### src/rtl/msb_pos_pkg.sv
// Shared types and helpers for the pipelined bit-position encoder.
package msb_pos_pkg;

    typedef enum logic {
        MODE_MSB = 1'b0,
        MODE_LSB = 1'b1
    } pos_mode_t;

    // Index width for n items, never narrower than one bit.
    function automatic int unsigned pos_width(input int unsigned n);
        return (n > 1) ? $clog2(n) : 1;
    endfunction

endpackage

### src/rtl/group_pos_enc.sv
// Combinational per-group encoder: any-set flag plus MSB or LSB index of one group.
module group_pos_enc
    import msb_pos_pkg::*;
#(
    parameter int unsigned GROUP_W = 8
) (
    input  logic [GROUP_W-1:0]         grp,
    input  pos_mode_t                  mode,
    output logic                       any,
    output logic [$clog2(GROUP_W)-1:0] idx
);

    localparam int unsigned IDX_W = $clog2(GROUP_W);

    // Last hit in scan order wins, so scan upward for MSB and downward for LSB.
    always_comb begin
        any = |grp;
        idx = '0;
        if (mode == MODE_MSB) begin
            for (int i = 0; i < int'(GROUP_W); i++) begin
                if (grp[i]) idx = IDX_W'(i);
            end
        end else begin
            for (int i = int'(GROUP_W) - 1; i >= 0; i--) begin
                if (grp[i]) idx = IDX_W'(i);
            end
        end
    end

endmodule

### src/rtl/msb_pos_pipe.sv
// Two-stage streaming MSB/LSB position encoder with valid/ready on both sides.
module msb_pos_pipe
    import msb_pos_pkg::*;
#(
    parameter int unsigned IN_WIDTH  = 32,
    parameter int unsigned GROUP_W   = 8,
    parameter int unsigned TAG_W     = 4,
    localparam int unsigned OUT_WIDTH = $clog2(IN_WIDTH)
) (
    input  logic                 clk,
    input  logic                 rst,
    input  logic                 in_valid,
    output logic                 in_ready,
    input  logic [IN_WIDTH-1:0]  in_data,
    input  logic                 in_mode,
    input  logic [TAG_W-1:0]     in_tag,
    output logic                 out_valid,
    input  logic                 out_ready,
    output logic [OUT_WIDTH-1:0] out_pos,
    output logic                 out_zero,
    output logic [TAG_W-1:0]     out_tag
);

    localparam int unsigned NGROUPS = IN_WIDTH / GROUP_W;
    localparam int unsigned GSEL_W  = pos_width(NGROUPS);
    localparam int unsigned LIDX_W  = $clog2(GROUP_W);
    localparam int unsigned FULL_W  = GSEL_W + LIDX_W;

    logic                 s2_load, s1_load, in_fire;

    logic [NGROUPS-1:0]   grp_any;
    logic [LIDX_W-1:0]    grp_idx [NGROUPS];

    logic                 s1_v;
    logic [NGROUPS-1:0]   s1_any;
    logic [LIDX_W-1:0]    s1_idx [NGROUPS];
    pos_mode_t            s1_mode;
    logic [TAG_W-1:0]     s1_tag;

    logic [GSEL_W-1:0]    gsel;
    logic [LIDX_W-1:0]    lidx;
    logic [FULL_W-1:0]    pos_full;

    logic                 s2_v;
    logic [OUT_WIDTH-1:0] s2_pos;
    logic                 s2_zero;
    logic [TAG_W-1:0]     s2_tag;

    // No skid buffer: ready ripples back combinationally from out_ready.
    assign s2_load  = !s2_v || out_ready;
    assign s1_load  = !s1_v || s2_load;
    assign in_ready = s1_load && !rst;
    assign in_fire  = in_valid && in_ready;

    for (genvar g = 0; g < NGROUPS; g++) begin : g_grp
        group_pos_enc #(
            .GROUP_W (GROUP_W)
        ) u_enc (
            .grp  (in_data[g*GROUP_W +: GROUP_W]),
            .mode (pos_mode_t'(in_mode)),
            .any  (grp_any[g]),
            .idx  (grp_idx[g])
        );
    end

    always_ff @(posedge clk or posedge rst) begin
        if (rst) begin
            s1_v    <= 1'b0;
            s1_any  <= '0;
            s1_mode <= MODE_MSB;
            s1_tag  <= '0;
            for (int g = 0; g < int'(NGROUPS); g++) s1_idx[g] <= '0;
        end else if (s1_load) begin
            s1_v <= in_fire;
            if (in_fire) begin
                s1_any  <= grp_any;
                s1_mode <= pos_mode_t'(in_mode);
                s1_tag  <= in_tag;
                for (int g = 0; g < int'(NGROUPS); g++) s1_idx[g] <= grp_idx[g];
            end
        end
    end

    // Group select; an all-zero word leaves gsel and lidx at zero.
    always_comb begin
        gsel = '0;
        lidx = '0;
        if (s1_mode == MODE_MSB) begin
            for (int g = 0; g < int'(NGROUPS); g++) begin
                if (s1_any[g]) begin
                    gsel = GSEL_W'(g);
                    lidx = s1_idx[g];
                end
            end
        end else begin
            for (int g = int'(NGROUPS) - 1; g >= 0; g--) begin
                if (s1_any[g]) begin
                    gsel = GSEL_W'(g);
                    lidx = s1_idx[g];
                end
            end
        end
        pos_full = {gsel, lidx};
    end

    always_ff @(posedge clk or posedge rst) begin
        if (rst) begin
            s2_v    <= 1'b0;
            s2_pos  <= '0;
            s2_zero <= 1'b0;
            s2_tag  <= '0;
        end else if (s2_load) begin
            s2_v <= s1_v;
            if (s1_v) begin
                // With a single group the 1-bit gsel is always zero and drops off here.
                s2_pos  <= pos_full[OUT_WIDTH-1:0];
                s2_zero <= ~|s1_any;
                s2_tag  <= s1_tag;
            end
        end
    end

    assign out_valid = s2_v;
    assign out_pos   = s2_pos;
    assign out_zero  = s2_zero;
    assign out_tag   = s2_tag;

endmodule
### config.mk
export PLATFORM = sky130hd
export DESIGN_NAME = msb_pos_pipe
export DESIGN_NICKNAME = d
export VERILOG_FILES = /design/src/rtl/msb_pos_pkg.sv /design/src/rtl/group_pos_enc.sv /design/src/rtl/msb_pos_pipe.sv
export SDC_FILE = /design/constraint.sdc
export NUM_CORES = 1
export LEC_CHECK = 0
export ABC_AREA = 1
export CORE_MARGIN = 1.5
export CORE_UTILIZATION = 35
export DETAILED_ROUTE_END_ITERATION = 8
export GPL_TIMING_DRIVEN = 0
export MAX_ROUTING_LAYER = met4
export PLACE_DENSITY = 0.73
export SLEW_MARGIN = 25
export SYNTH_ARGS = -nofsm -noshare
export SYNTH_HDL_FRONTEND = slang
export SYNTH_SLANG_ARGS = --single-unit
### constraint.sdc
create_clock -name clk -period 1.75 [get_ports clk]
set_input_delay 0.4375 -clock clk [delete_from_list [all_inputs] [get_ports clk]]
set_output_delay 0.4375 -clock clk [all_outputs]
set_load 0.02 [all_outputs]
; After elaboration in Yosys (flattened, before gate mapping)
; Cells that the tools add are included.
[op_classes]
mux = 81
reduce_logical = 15
[op_table]
columns = op, count
row1 = $mux W3, 61
row2 = $reduce_or A8 Y1, 4
row3 = $mux W2, 15
row4 = $mux W1, 5
row5 = $logic_not A1 Y1, 4
row6 = $reduce_and A2 Y1, 2
row7 = $reduce_or A4 Y1, 1
row8 = $logic_and A1 B1 Y1, 2
row9 = $logic_or A1 B1 Y1, 2
[totals]
ff_bits = 33
inputBits = 41
out_inout_bits = 12
wordCells = 108

; Depth between registers and ports, before layout
[depth]
word_depth = 9
ltp_mapped = 11

; By module
; Synthesis repeated with hierarchy kept, for this count alone.
[unflattened]
cells_unflattened = 362
area_unflattened_um2 = 2336.0
[modules_own_cells]
columns = mod, n_inst, cells_per_inst, area_each_um2
row1 = msb_pos_pipe, 1, 206, 1680.4
row2 = group_pos_enc, 4, 39, 163.9

; Worst setup path before layout
; No wires, ideal clock.
[synth_timing]
kind = input to register
start = input rst
end = register s1_idx[6] (netlist name)
setup_ns = 0.124
arrival_ns = 1.863
required_ns = 1.626
path_slack_ns = -0.237
path_stages = 8
n_path_buf = 2
cell_sequence = inv_1 -> nand2_2 -> inv_2 -> nand2_4 -> buf_12 -> buf_8 -> nand2_1 -> nand3_1
[synth_between]
elab_chain_len = 4
[synth_lines]
columns = item, line
row1 = start: declaration, msb_pos_pipe.sv:11  ; input logic rst,
row2 = $logic_not A1 Y1 (no source line), -
row3 = $logic_and A1 B1 Y1, msb_pos_pipe.sv:52  ; assign in_ready = s1_load && !rst;
row4 = named net in_ready, msb_pos_pipe.sv:13  ; output logic in_ready,
row5 = $logic_and A1 B1 Y1, msb_pos_pipe.sv:53  ; assign in_fire = in_valid && in_ready;
row6 = $reduce_and A2 Y1 (no source line), -
row7 = end: declaration, msb_pos_pipe.sv:36  ; logic [LIDX_W-1:0] s1_idx [NGROUPS];
; The timed path passes the listed nets, and every way through them passes these cells.
; A chain may end at the register's enable or synchronous reset.

; Worst setup path in the final report
[layout_timing]
start = input out_ready
end = output in_ready
[layout_between]
elab_chain_len = 3
[layout_lines]
columns = item, line
row1 = start: declaration, msb_pos_pipe.sv:18  ; input logic out_ready,
row2 = $logic_or A1 B1 Y1, msb_pos_pipe.sv:50  ; assign s2_load = !s2_v || out_ready;
row3 = $logic_or A1 B1 Y1, msb_pos_pipe.sv:51  ; assign s1_load = !s1_v || s2_load;
row4 = $logic_and A1 B1 Y1, msb_pos_pipe.sv:52
row5 = end: declaration, msb_pos_pipe.sv:13
; No other way between the ends.

==> run_results.csv <==
group,metric,value,unit
timing,tightest_slew,0.839,ns
timing,fin_hold_ws,0.419,ns
critical_path,setup.worst_path.start_class,"input port",
synth,yosysSeqAreaShare,40.7,%
floorplanning,core_area,5540,um2
synth,synth_area_leaders,"dfrtp_1, nand2_1, o21ai_0",
route,wl_per_cell,11.1,um
critical_path,crit_start,"out_ready",
pwr,seq_power_share,40.0,%
synth,ys.flop_type,"dfrtp_1",
critical_path,required,1.31,ns
pwr,power.clock.fraction,29.3,%
route,drt-total-wl,4680,um
placement,dp_hpwl,3600,um
critical_path,slowest_stage,"clkdlybuf4s50_1",
synth,synth_nets,330,
route,drtPass1Iterations,4,
floorplanning,dieArea,6260,um2
pwr,internal-power,1.72,mW
clocking,clockRootBuffer,"clkbuf_8",
clocking,clk_latency,0.28,ns
critical_path,reg2reg_to,"out_pos[2]$_DFFE_PP0P_",
floorplanning,rows,27,
timing,maxSlewViolCount,0,
placement,gp_congestion,0.872,
synth,synth_edf_count,0,
clocking,cts_made_buffers,5,
grt,grt_usage,16.8,%
placement,port_buffers,51,
synth,async_flop_share,100,%
timing,rsz0062_at_grt,"no",
synth,netlist_instances,289,
critical_path,cpPeakStageDelay,0.46,ns
critical_path,timing.rr.start,"s1_any[2]$_DFFE_PP0P_",
synth,netlist_top_cells_count,"nand2_1, dfrtp_1, inv_1",
synth,synthDistinctLibCells,29,
floorplanning,die_w,79.1,um
hold_path,hold_class,"in2async",
synth,yosysTopAreaCell,"dfrtp_1",
pwr,p_sw,0.742,mW
route,route.detailed.drc,0,
route,routed_via_density,4.71,
timing,min_period,1.71,ns
synth,yosysWarnings,0,
synth,avgSynthCellArea,7.01,um2
synth,synth.most_common_cell,"nand2_1",
clocking,cts_buffer_depth,2,
pwr,power.share.combinational,30.8,%
timing,relSlewSlack,43.7,%
clocking,cts_max_level,2,
grt,grt_start_max_net_pins,18,
clocking,cts.sinks,33,
floorplanning,initial_utilization,36.6,%
grt,grt_pass1_vias,1801,
pwr,p_total,2.47,mW
critical_path,crit_fanout,2,
status,status,"complete, no violations",
pwr,ir_worst_vdd,0.393,mV
timing,finalHoldViolCount,0,
critical_path,rrSetupSlack,0.48,ns
job,drv_cap,0,
synth,syn_area,2030,um2
route,drtIter0Drc,155,
clocking,clkTransAtPathRegs,0.06,ns
floorplanning,fp.dieH,79.1,um
critical_path,path_cells,"clkdlybuf4s50_1 -> inv_1 -> nand3_2 -> nand2_2 -> inv_2 -> buf_4",
pwr,swShare,30.1,%
cells_and_area,final_core_util,49.8,%
critical_path,crit_type,"in2out",
critical_path,reg2regPathDepth,6,
timing,fin_crit_sh,97.7,%
route,num_vias,1987,
pwr,leakage,1.36,nW
timing,fin_skew,0.00279,ns
grt,grt_pass1_wl,8030,um
cells_and_area,drive_gt1_share,9.71,%
cells_and_area,fin_nets,390,
timing,setup_viol,0,
clocking,hold_buffers,0,
synth,synth_top_area_share,40.7,%
synth,ys_ff_latch,33,
critical_path,arrival,1.27,ns
timing,clock.fmax,0.585,GHz
route,antenna_left,0,
cells_and_area,antennaDiodeCount,0,
pwr,p_per_area,894,nW/um2
grt,antenna_found_initial,0,
floorplanning,pin_count,53,
clocking,cts_tree,"done",
critical_path,end_kind,"primary output",
critical_path,endpoint,"in_ready",
grt,overflow,0,
cells_and_area,area_delta_synth_final,36.1,%
## stage by stage
step	setup TNS, ns	setup WS [ns]	area, um2	instances
2_1_floorplan	0	0.0246	2030	289
3_3_place_gp	-16.66	-1.15	2630	412
3_5_place_dp	-17.53	-1.18	2630	412
4_1_cts	0	0.0141	2750	422
5_1_grt	0	0.00340	2760	422
6_report	0	0.0411	2760	422
## power by group through the flow
| stage | registers [mW] | logic (mW) | clock network (mW) |
|---|---|---|---|
| finish | 0.986 | 0.758 | 0.721 |
| global route | 1.01 | 0.852 | 0.789 |
| CTS | 0.988 | 0.765 | 0.748 |
| detailed placement | 1.00 | 0.760 | 0 |
| global placement | 0.993 | 0.751 | 0 |
| floorplan | 1.07 | 0.359 | 0 |
## logic make-up after synthesis
| kind of cell | Yosys count | synth area share, % |
|---|---|---|
| buf+inv | 41 | 10.0 |
| flops | 33 | 40.7 |
| simple gates | 164 | 34.1 |
| compound gates | 51 | 15.2 |
## routing by layer
metal	vias to the layer above	track usage, %	wire [um]
li1	1044	-	-
met1	884	22.0	2250
met2	54	26.5	2180
met3	5	2.07	168
met4	0	6.84	78
met5	-	-	0
## timing repair
action                                  in CTS  in global routing
setup buffers                                1                  0
gates resized for setup                      5                  2
gates cloned                                 1                  0
pin swaps                                    0                  0
endpoints found under the setup margin      23                  2
## critical path: cells and delay by family
family                 cells  cell delay, ns
buffers and inverters      4            0.72
and+or+nand+nor            2            0.12
## area by class of cell
cell class                      count  area [um2]
Buffer                              9        82.6
Clock buffer                        7        86.3
Clock inverter                      1        30.0
Fill cell                         590        2780
Inverter                           32         124
Multi-Input combinational cell    215         998
Sequential cell                    33         826
Tap cell                           72        90.1
Timing Repair Buffer               52         517
Timing Repair inverter              1        5.00
## flip-flops by register name (all words and copies together) (netlist names)
register and flops:
s1_idx 12, s1_any 4, out_pos 5, out_valid 1
s1_v 1, s1_tag 4, out_tag 4, out_zero 1
s1_mode 1
## how the worst min path moves through the flow
stage	slack, ns	startpoint	endpoint	depth (start not counted)
final	0.42	rst	s1_v$_DFFE_PP0N_	3
after CTS	0.44	rst	s1_v$_DFFE_PP0N_	3
after global placement	0.45	s1_tag[3]$_DFFE_PP0P_	out_tag[3]$_DFFE_PP0P_	2
after floorplan	0.38	rst	out_pos[0]$_DFFE_PP0P_	1
after global routing	0.45	rst	s1_idx[7]$_DFFE_PP0P_	3
after detailed placement	0.46	s1_tag[3]$_DFFE_PP0P_	out_tag[3]$_DFFE_PP0P_	2
## placed cells by master (no fill, tap or decap), types with 2 or more instances in the layout
cell type	count
buf_6	2
nor2_1	15
o2111ai_1	4
buf_4	2
inv_1	28
buf_2	5
nor3_2	2
dfrtp_1	33
a21oi_1	9
o21ai_2	3
nand3_1	16
clkdlybuf4s50_1	48
o21bai_1	3
nand2_1	117
inv_2	3
clkbuf_8	6
nor3_1	5
o21ai_0	25
o31ai_1	3
nand4_1	3
Note: power is estimated with default switching activity, not from simulation.
